===== src/rtl/segment_issue_ctrl.sv =====
// rtl/segment_issue_ctrl.sv - credit-based issue controller for segment micro-ops
// Optional stall perf counter: define SEGMENT_ISSUE_PERF_CNT_EN.
module segment_issue_ctrl #(
  parameter int unsigned MaxInflight = 4,
  parameter int unsigned CntWidth    = 16,
  parameter int unsigned ReqWidth    = 64,
  localparam int unsigned InfWidth   = $clog2(MaxInflight + 1)
) (
  input  logic                clk_i,
  input  logic                rst_ni,
  input  logic                seq_start_i,
  input  logic [CntWidth-1:0] seq_total_i,
  input  logic                uop_valid_i,
  output logic                uop_ready_o,
  input  logic [ReqWidth-1:0] uop_req_i,
  output logic                be_valid_o,
  input  logic                be_ready_i,
  output logic [ReqWidth-1:0] be_req_o,
  input  logic                uop_done_i,
  input  logic                uop_exc_i,
  output logic [InfWidth-1:0] inflight_o,
  output logic                busy_o,
  output logic                seq_done_o,
  output logic                seq_exc_o,
  output logic [CntWidth-1:0] exc_idx_o,
  output logic [31:0]         stall_cycles_o
);

  typedef enum logic [1:0] {Idle, Issue, Drain, Done} state_e;

  localparam logic [InfWidth-1:0] MaxInf = InfWidth'(MaxInflight);

  state_e              state_q;
  logic [CntWidth-1:0] total_q, issued_q, completed_q, exc_idx_q;
  logic [InfWidth-1:0] inflight_q, inflight_nxt;
  logic                exc_q;
  logic                can_issue, fire, done_ok, exc_hit;

  assign can_issue = (state_q == Issue) && (inflight_q < MaxInf) && (issued_q < total_q);
  assign be_valid_o  = uop_valid_i & can_issue;
  assign uop_ready_o = be_ready_i & can_issue;
  assign be_req_o    = uop_req_i;
  assign fire        = be_valid_o & be_ready_i;
  // A completion with nothing in flight is a protocol error; the count holds at 0.
  assign done_ok     = uop_done_i & (inflight_q != '0);
  assign exc_hit     = uop_done_i & uop_exc_i & ~exc_q;

  always_comb begin
    inflight_nxt = inflight_q;
    if (fire && !done_ok) begin
      inflight_nxt = inflight_q + InfWidth'(1);
    end else if (!fire && done_ok) begin
      inflight_nxt = inflight_q - InfWidth'(1);
    end
  end

  always_ff @(posedge clk_i) begin
    if (!rst_ni) begin
      state_q     <= Idle;
      total_q     <= '0;
      issued_q    <= '0;
      completed_q <= '0;
      exc_idx_q   <= '0;
      inflight_q  <= '0;
      exc_q       <= 1'b0;
    end else begin
      case (state_q)
        Idle: begin
          if (seq_start_i) begin
            total_q     <= seq_total_i;
            issued_q    <= '0;
            completed_q <= '0;
            exc_idx_q   <= '0;
            inflight_q  <= '0;
            exc_q       <= 1'b0;
            state_q     <= (seq_total_i == '0) ? Done : Issue;
          end
        end
        Issue: begin
          if (fire) begin
            issued_q <= issued_q + CntWidth'(1);
          end
          if (exc_hit || (fire && (issued_q + CntWidth'(1) == total_q))) begin
            state_q <= Drain;
          end
        end
        Drain: begin
          if (inflight_nxt == '0) begin
            state_q <= Done;
          end
        end
        Done:    state_q <= Idle;
        default: state_q <= Idle;
      endcase
      if (state_q != Idle) begin
        inflight_q <= inflight_nxt;
        if (uop_done_i) begin
          completed_q <= completed_q + CntWidth'(1);
        end
        if (exc_hit) begin
          exc_q     <= 1'b1;
          exc_idx_q <= completed_q;
        end
      end
    end
  end

  assign inflight_o = inflight_q;
  assign busy_o     = (state_q != Idle);
  assign seq_done_o = (state_q == Done);
  assign seq_exc_o  = (state_q == Done) & exc_q;
  assign exc_idx_o  = ((state_q == Done) && exc_q) ? exc_idx_q : '0;

  done_without_inflight: assert property (@(posedge clk_i) disable iff (!rst_ni)
    (uop_done_i && state_q != Idle) |-> (inflight_q != '0));

`ifdef SEGMENT_ISSUE_PERF_CNT_EN
  logic [31:0] stall_q;

  always_ff @(posedge clk_i) begin
    if (!rst_ni) begin
      stall_q <= '0;
    end else if (state_q == Idle && seq_start_i) begin
      stall_q <= '0;
    end else if (state_q == Issue && uop_valid_i && !uop_ready_o && stall_q != '1) begin
      stall_q <= stall_q + 32'd1;
    end
  end

  assign stall_cycles_o = stall_q;
`else
  assign stall_cycles_o = 32'd0;
`endif

endmodule


===== config.mk =====
export PLATFORM = sky130hd
export DESIGN_NAME = segment_issue_ctrl
export DESIGN_NICKNAME = d
export VERILOG_FILES = /design/src/rtl/segment_issue_ctrl.sv
export SDC_FILE = /design/constraint.sdc
export NUM_CORES = 1
export LEC_CHECK = 0
export CORE_UTILIZATION = 40
export DETAILED_ROUTE_END_ITERATION = 10
export HOLD_SLACK_MARGIN = 0.06
export PLACE_DENSITY = 0.76
export REMOVE_ABC_BUFFERS = 1
export SLEW_MARGIN = 25
export SYNTH_ARGS = -nofsm -noshare
export SYNTH_HDL_FRONTEND = slang
export SYNTH_SLANG_ARGS = --single-unit

===== constraint.sdc =====
create_clock -name clk_i -period 7.79 [get_ports clk_i]
set_clock_uncertainty 0.15 [all_clocks]
set_input_delay 0.779 -clock clk_i [delete_from_list [all_inputs] [get_ports clk_i]]
set_output_delay 0.779 -clock clk_i [all_outputs]
set_load 0.005 [all_outputs]

==> impl_metrics.py, run 1 <==
metrics = {
    "route": {
        "drc": 12,
        "ant_nets": 0,
        "drtPass1Iterations": 7,
        "routed_wl_microns": 15400,
        "vias_per_cell": 5.45,
        "route.vias.total": 4149,
        "wl_per_cell_microns": 20.2,
        "drtIter0Drc": 299,
    },
    "finish": {
        "layout_commonest_cell": "nand2_1",
        "area_growth_pct": 5.23,
        "nets": 725,
        "drive_gt1_share_pct": 4.85,
        "layout_common_cells": "nand2_1 (115), dfxtp_1 (70), a21oi_1 (60)",
        "finalCoreUtilization_pct": 43.8,
        "n_antenna_cell": 0,
    },
    "worst_setup_path": {
        "worstSetupEndpoint": "be_valid_o",
        "reg2regPathDepth": 10,
        "rrSetupSlack_ps": 4600,
        "cp-end-kind": "output pin",
        "worstSetupPathType": "reg2out",
        "startpoint": "state_q[1]",
        "start_kind": "flop",
        "crit_required_ps": 6860,
        "cp.arrival_ps": 2710,
        "crit_path_max_fanout": 16,
        "r2r_end": "state_q[0]",
        "r2r_start": "state_q[1]",
    },
    "global_routing": {
        "grt_use_total_pct": 24.9,
        "grt_antenna_before_repair": 0,
        "grt_pass1_wl_microns": 22900,
        "grt_pass1_vias": 3665,
        "grt.overflow.total": 0,
        "grt_max_degree": 29,
    },
    "cts": {
        "htreeDepth": 3,
        "cts_resized": 0,
        "cts_tree": "yes",
        "cts_buffer_depth": 2,
        "clkSlewWorstSetupHoldPaths_ps": 60,
        "clock-sinks": 70,
        "cts_made_buffers": 9,
        "postCtsSetupRepairBufs": 0,
        "clock_latency_ps": 330,
        "postCtsHoldBufs": 0,
        "ctsRootBufferMaster": "clkbuf_16",
    },
    "placed_design": {
        "dpl.hpwl_microns": 11900,
        "gp_congestion": 0.924,
        "portBuffers": 46,
        "post-place-ws_ps": 4480,
    },
    "power_and_ir_drop": {
        "switchingPower_mw": 0.319,
        "power_leakage_nw": 1.94,
        "combinationalPowerShare_pct": 21.6,
        "internal-power_mw": 0.733,
        "p_seq_share_pct": 36.8,
        "powerDensity_nw_per_um2": 207,
        "swShare_pct": 30.3,
        "p_clk_share_pct": 41.5,
        "ir_worst_vdd_mv": 0.0875,
        "p_total_mw": 1.05,
    },
    "timing": {
        "final_hold_viol_count": 0,
        "hold_ws_ps": 300,
        "timing.final.crit_share_pct": 46.7,
        "fin_crit_ps": 3640,
        "finalSetupViolCount": 0,
        "rsz0062_at_grt": "false",
        "fmax_mhz": 275,
        "slew_violations": 0,
        "setup_ws_ps": 4150,
        "slew-limit-headroom_pct": 39.0,
        "worstMarginPinSlew_ps": 912,
        "tns_ps": 0,
    },
    "die": {
        "ios": 207,
        "die_width_microns": 112,
        "core_area_sq_um": 11600,
        "core.rowCount": 39,
        "dieArea_sq_um": 12500,
        "fp.dieH_microns": 112,
        "initial_core_util_pct": 41.6,
    },
    "yosys": {
        "synth_edf_count": 0,
        "synthFlopType": "dfxtp_1",
        "synth_area_leaders": "dfxtp_1 (29%), buf_4 (15%), nand2_1 (8.9%)",
        "yosysTopAreaCell": "dfxtp_1",
        "ys_types": 51,
        "synth_top_cell_area_share_pct": 29.0,
        "synth_cells": 645,
        "avgSynthCellArea_sq_um": 7.49,
        "yosysWarnings": 0,
        "synth_area_sq_um": 4830,
        "synthArstFlopShare_pct": 0,
        "ys_seq_elements": 70,
        "ys_seq_area_share_pct": 29.0,
    },
    "worst_hold_path": {
        "hold_path.class": "reg2reg",
    },
    "flow_run": {
        "drv_cap": 0,
    },
    "status": {
        "status": "finished with violations",
        "violations": "DRC",
    },
}
critical path, cell delays in order, from the launching register on:
cell and delay (ps):
dfxtp_1 330, inv_1 80, ha_1 540, nor3b_1 260
o211ai_1 160, nor3b_1 330, and2_1 170, clkdlybuf4s50_1 490
cells in the mapped netlist, drive strengths merged, types with 2 or more instances:
| master | instances |
|---|---|
| a21oi | 60 |
| a22oi | 4 |
| a31oi | 4 |
| and2 | 7 |
| and3 | 22 |
| and4 | 2 |
| buf | 101 |
| clkbuf | 20 |
| dfxtp | 70 |
| ha | 25 |
| inv | 25 |
| mux2 | 2 |
| mux2i | 2 |
| nand2 | 116 |
| nand2b | 2 |
| nand3 | 15 |
| nand4 | 18 |
| nor2 | 46 |
| nor2b | 4 |
| nor3 | 22 |
| nor3b | 4 |
| nor4 | 7 |
| o2111ai | 2 |
| o211ai | 4 |
| o21a | 3 |
| o21ai | 11 |
| or2 | 2 |
| or3 | 4 |
| xnor2 | 13 |
| xor2 | 16 |
registers in the layout, summed over array words and instances, names as in the netlist:
signal,count
completed_q,16
inflight_o,3
exc_q,1
total_q,16
issued_q,16
exc_idx_q,16
state_q,2
per-layer routing:
metal	share of wire (%)	up-vias	global-route usage, %
li1	-	1990	-
met1	35	1889	24.9
met2	39	234	34.2
met3	22	30	24.7
met4	2.3	6	7.39
met5	1.2	-	12.2
cell families after synthesis:
kind of cell / synth area share [%]
flip-flops: 29.0
multiplexers: 0.881
adder cells (fa/ha/maj): 6.48
XOR/XNOR: 5.26
other: 0.0776
buffers and inverters: 19.1
AND/OR/NAND/NOR: 27.1
AO/OA/AOI/OAI: 12.1
worst min-delay path by stage:
| stage | from | end | cells after the start |
|---|---|---|---|
| 2_1_floorplan | exc_idx_q[14] | exc_idx_q[14] | 2 |
| 3_3_place_gp | exc_idx_q[1] | exc_idx_q[1] | 2 |
| 3_5_place_dp | exc_idx_q[8] | exc_idx_q[8] | 2 |
| 4_1_cts | exc_idx_q[8] | exc_idx_q[8] | 2 |
| 5_1_grt | exc_idx_q[8] | exc_idx_q[8] | 2 |
| 6_report | exc_idx_q[14] | exc_idx_q[14] | 2 |
power groups by stage:
stage / clock network, mW / logic [mW] / registers [mW]
3_5_place_dp: 0 / 0.221 / 0.396
3_3_place_gp: 0 / 0.220 / 0.395
6_report: 0.437 / 0.228 / 0.388
4_1_cts: 0.439 / 0.225 / 0.388
5_1_grt: 0.457 / 0.255 / 0.390
2_1_floorplan: 0 / 0.154 / 0.391
area by class of cell:
| type | count | area [sq um] |
|---|---|---|
| Fill cell | 1176 | 6530 |
| Timing Repair Buffer | 47 | 468 |
| Inverter | 25 | 93.8 |
| Sequential cell | 70 | 1400 |
| Clock inverter | 5 | 83.8 |
| Clock buffer | 11 | 233 |
| Tap cell | 143 | 179 |
| Multi-Input combinational cell | 460 | 2630 |
per-stage QoR:
step / instances / cell area, sq um
after floorplan: 555 / 4120
after global placement: 745 / 4770
after detailed placement: 745 / 4770
after CTS: 761 / 5080
after global routing: 761 / 5080
final: 761 / 5080
No activity file was read; power rests on OpenSTA's default activity.
==> run 2, diff against run 1 <==
Clock period 7.79 ns to 3.6 ns, I/O delays scaled along.
==> impl_metrics.py, run 2 (synthesis gave the netlist of run 1 again) <==
metrics = {
    "flow_run": {
        "drv_cap": 0,
    },
    "global_routing": {
        "grt_pass1_vias": 3875,
        "grt_use_total_pct": 25.4,
        "grt_max_degree": 29,
        "grt_antenna_before_repair": 0,
        "grt_pass1_wl_microns": 23700,
        "grt.overflow.total": 0,
    },
    "cts": {
        "cts_buffer_depth": 2,
        "htreeDepth": 3,
        "cts_resized": 0,
        "clock_latency_ps": 330,
        "cts_tree": "yes",
        "clock-sinks": 70,
        "clkSlewWorstSetupHoldPaths_ps": 60,
        "ctsRootBufferMaster": "clkbuf_16",
        "postCtsSetupRepairBufs": 0,
        "cts_made_buffers": 9,
        "postCtsHoldBufs": 0,
    },
    "worst_setup_path": {
        "max_stage_delay_ps": 510,
        "rrSetupSlack_ps": 540,
        "cp.arrival_ps": 2700,
        "r2r_end": "state_q[0]",
        "startpoint": "total_q[11]",
        "crit_path_max_fanout": 6,
        "reg2regPathDepth": 11,
        "worst_path_max_delay_cell": "clkdlybuf4s50_1",
        "start_kind": "flop",
        "worstSetupEndpoint": "be_valid_o",
        "cp-end-kind": "output pin",
        "crit_required_ps": 3090,
        "r2r_start": "total_q[11]",
        "worstSetupPathType": "reg2out",
        "crit_chain": "inv_1, ha_1, a21oi_1, o21ai_0, o21bai_1, nor3b_1, and2_1, clkdlybuf4s50_1",
    },
    "timing": {
        "fmax_mhz": 311,
        "slew-limit-headroom_pct": 54.0,
        "final_hold_viol_count": 0,
        "rsz0062_at_grt": "false",
        "finalSetupViolCount": 0,
        "worstMarginPinSlew_ps": 690,
        "tns_ps": 0,
        "timing.final.crit_share_pct": 89.2,
        "slew_violations": 0,
        "fin_crit_ps": 3210,
    },
    "finish": {
        "finalCoreUtilization_pct": 44.0,
        "drive_gt1_share_pct": 6.24,
        "nets": 732,
        "layout_common_cells": "nand2_1 (115), dfxtp_1 (70), a21oi_1 (60)",
        "layout_commonest_cell": "nand2_1",
        "n_antenna_cell": 0,
        "fillers": 1185,
        "area_growth_pct": 5.67,
    },
    "status": {
        "violations": "DRC",
        "status": "finished with violations",
    },
    "die": {
        "core_area_sq_um": 11600,
        "die_width_microns": 112,
        "core.rowCount": 39,
        "fp.dieH_microns": 112,
        "dieArea_sq_um": 12500,
        "initial_core_util_pct": 41.6,
        "ios": 207,
    },
    "power_and_ir_drop": {
        "combinationalPowerShare_pct": 23.7,
        "ir_worst_vdd_mv": 0.214,
        "p_clk_share_pct": 38.1,
        "power_leakage_nw": 1.96,
        "internal-power_mw": 1.48,
        "p_seq_share_pct": 38.2,
        "swShare_pct": 32.4,
        "switchingPower_mw": 0.711,
        "powerDensity_nw_per_um2": 430,
    },
    "worst_hold_path": {
        "holdCritStartpoint": "exc_idx_q[13]",
        "hold_path.class": "reg2reg",
    },
    "route": {
        "route.vias.total": 4171,
        "wl_per_cell_microns": 20.1,
        "vias_per_cell": 5.43,
        "drc": 12,
        "drtPass1Iterations": 10,
        "ant_nets": 0,
        "routed_wl_microns": 15400,
        "drtIter0Drc": 254,
    },
    "placed_design": {
        "portBuffers": 46,
        "dpl.hpwl_microns": 12200,
        "gp_congestion": 0.947,
    },
}
-- run 2: cell count changes in the layout (fill, tap and decap cells not counted), sizes merged --
cell / change
inv: +1
clkinv: +2
buf: +7
bufinv: -2
clkbuf: -1
-- run 2: layer usage --
metal  wire (microns)  share of wire [%]  track usage [%]
met5              102               0.66             7.45
met4              373                2.4             8.29
met3             3140                 20             23.4
met2             5930                 38             33.7
met1             5890                 38             27.8
-- run 2: power groups by stage --
stage               clock network (mW)  logic (mW)  registers [mW]
detailed placement                   0       0.512           0.855
CTS                              0.846       0.516           0.838
floorplan                            0       0.334           0.846
global placement                     0       0.506           0.854
global route                     0.876       0.585           0.843
finish                           0.836       0.520           0.838
-- run 2: area by class of cell --
type | instances | area [sq um] | share of cell area (%)
clock inverter | 6 | 46.3 | 0.907
sequential | 70 | 1400 | 27.5
clock buffer | 10 | 239 | 4.68
timing repair buffer | 54 | 520 | 10.2
multi-input combinational | 460 | 2630 | 51.4
tap | 143 | 179 | 3.50
inverter | 25 | 93.8 | 1.84
-- run 2: through the flow --
stage | instances | setup WS, ps | hold slack [ps] | area (sq um) | total power [mW]
2_1_floorplan | 555 | 850 | 282 | 4120 | 1.18
6_report | 768 | 389 | 300 | 5100 | 2.19
3_5_place_dp | 752 | 600 | 294 | 4820 | 1.37
5_1_grt | 768 | 192 | 322 | 5100 | 2.30
4_1_cts | 768 | 423 | 303 | 5100 | 2.20
3_3_place_gp | 752 | 653 | 291 | 4820 | 1.36
-- run 2: how the worst min path moves through the flow --
stage	end	cells after the start	slack [ps]
global placement	exc_idx_q[8]	2	290
detailed placement	exc_idx_q[15]	2	290
floorplan	exc_idx_q[14]	2	280
finish	exc_idx_q[13]	2	300
global route	exc_idx_q[13]	2	320
CTS	exc_idx_q[13]	2	300
-- run 2: critical path, delay by kind of cell (launching register included) --
family	cells	cell delay [ps]
buffers and inverters	2	580
AOI/OAI and AO/OA	3	530
and+or+nand+nor	2	520
adders and majority gates	1	320
DFF	1	420
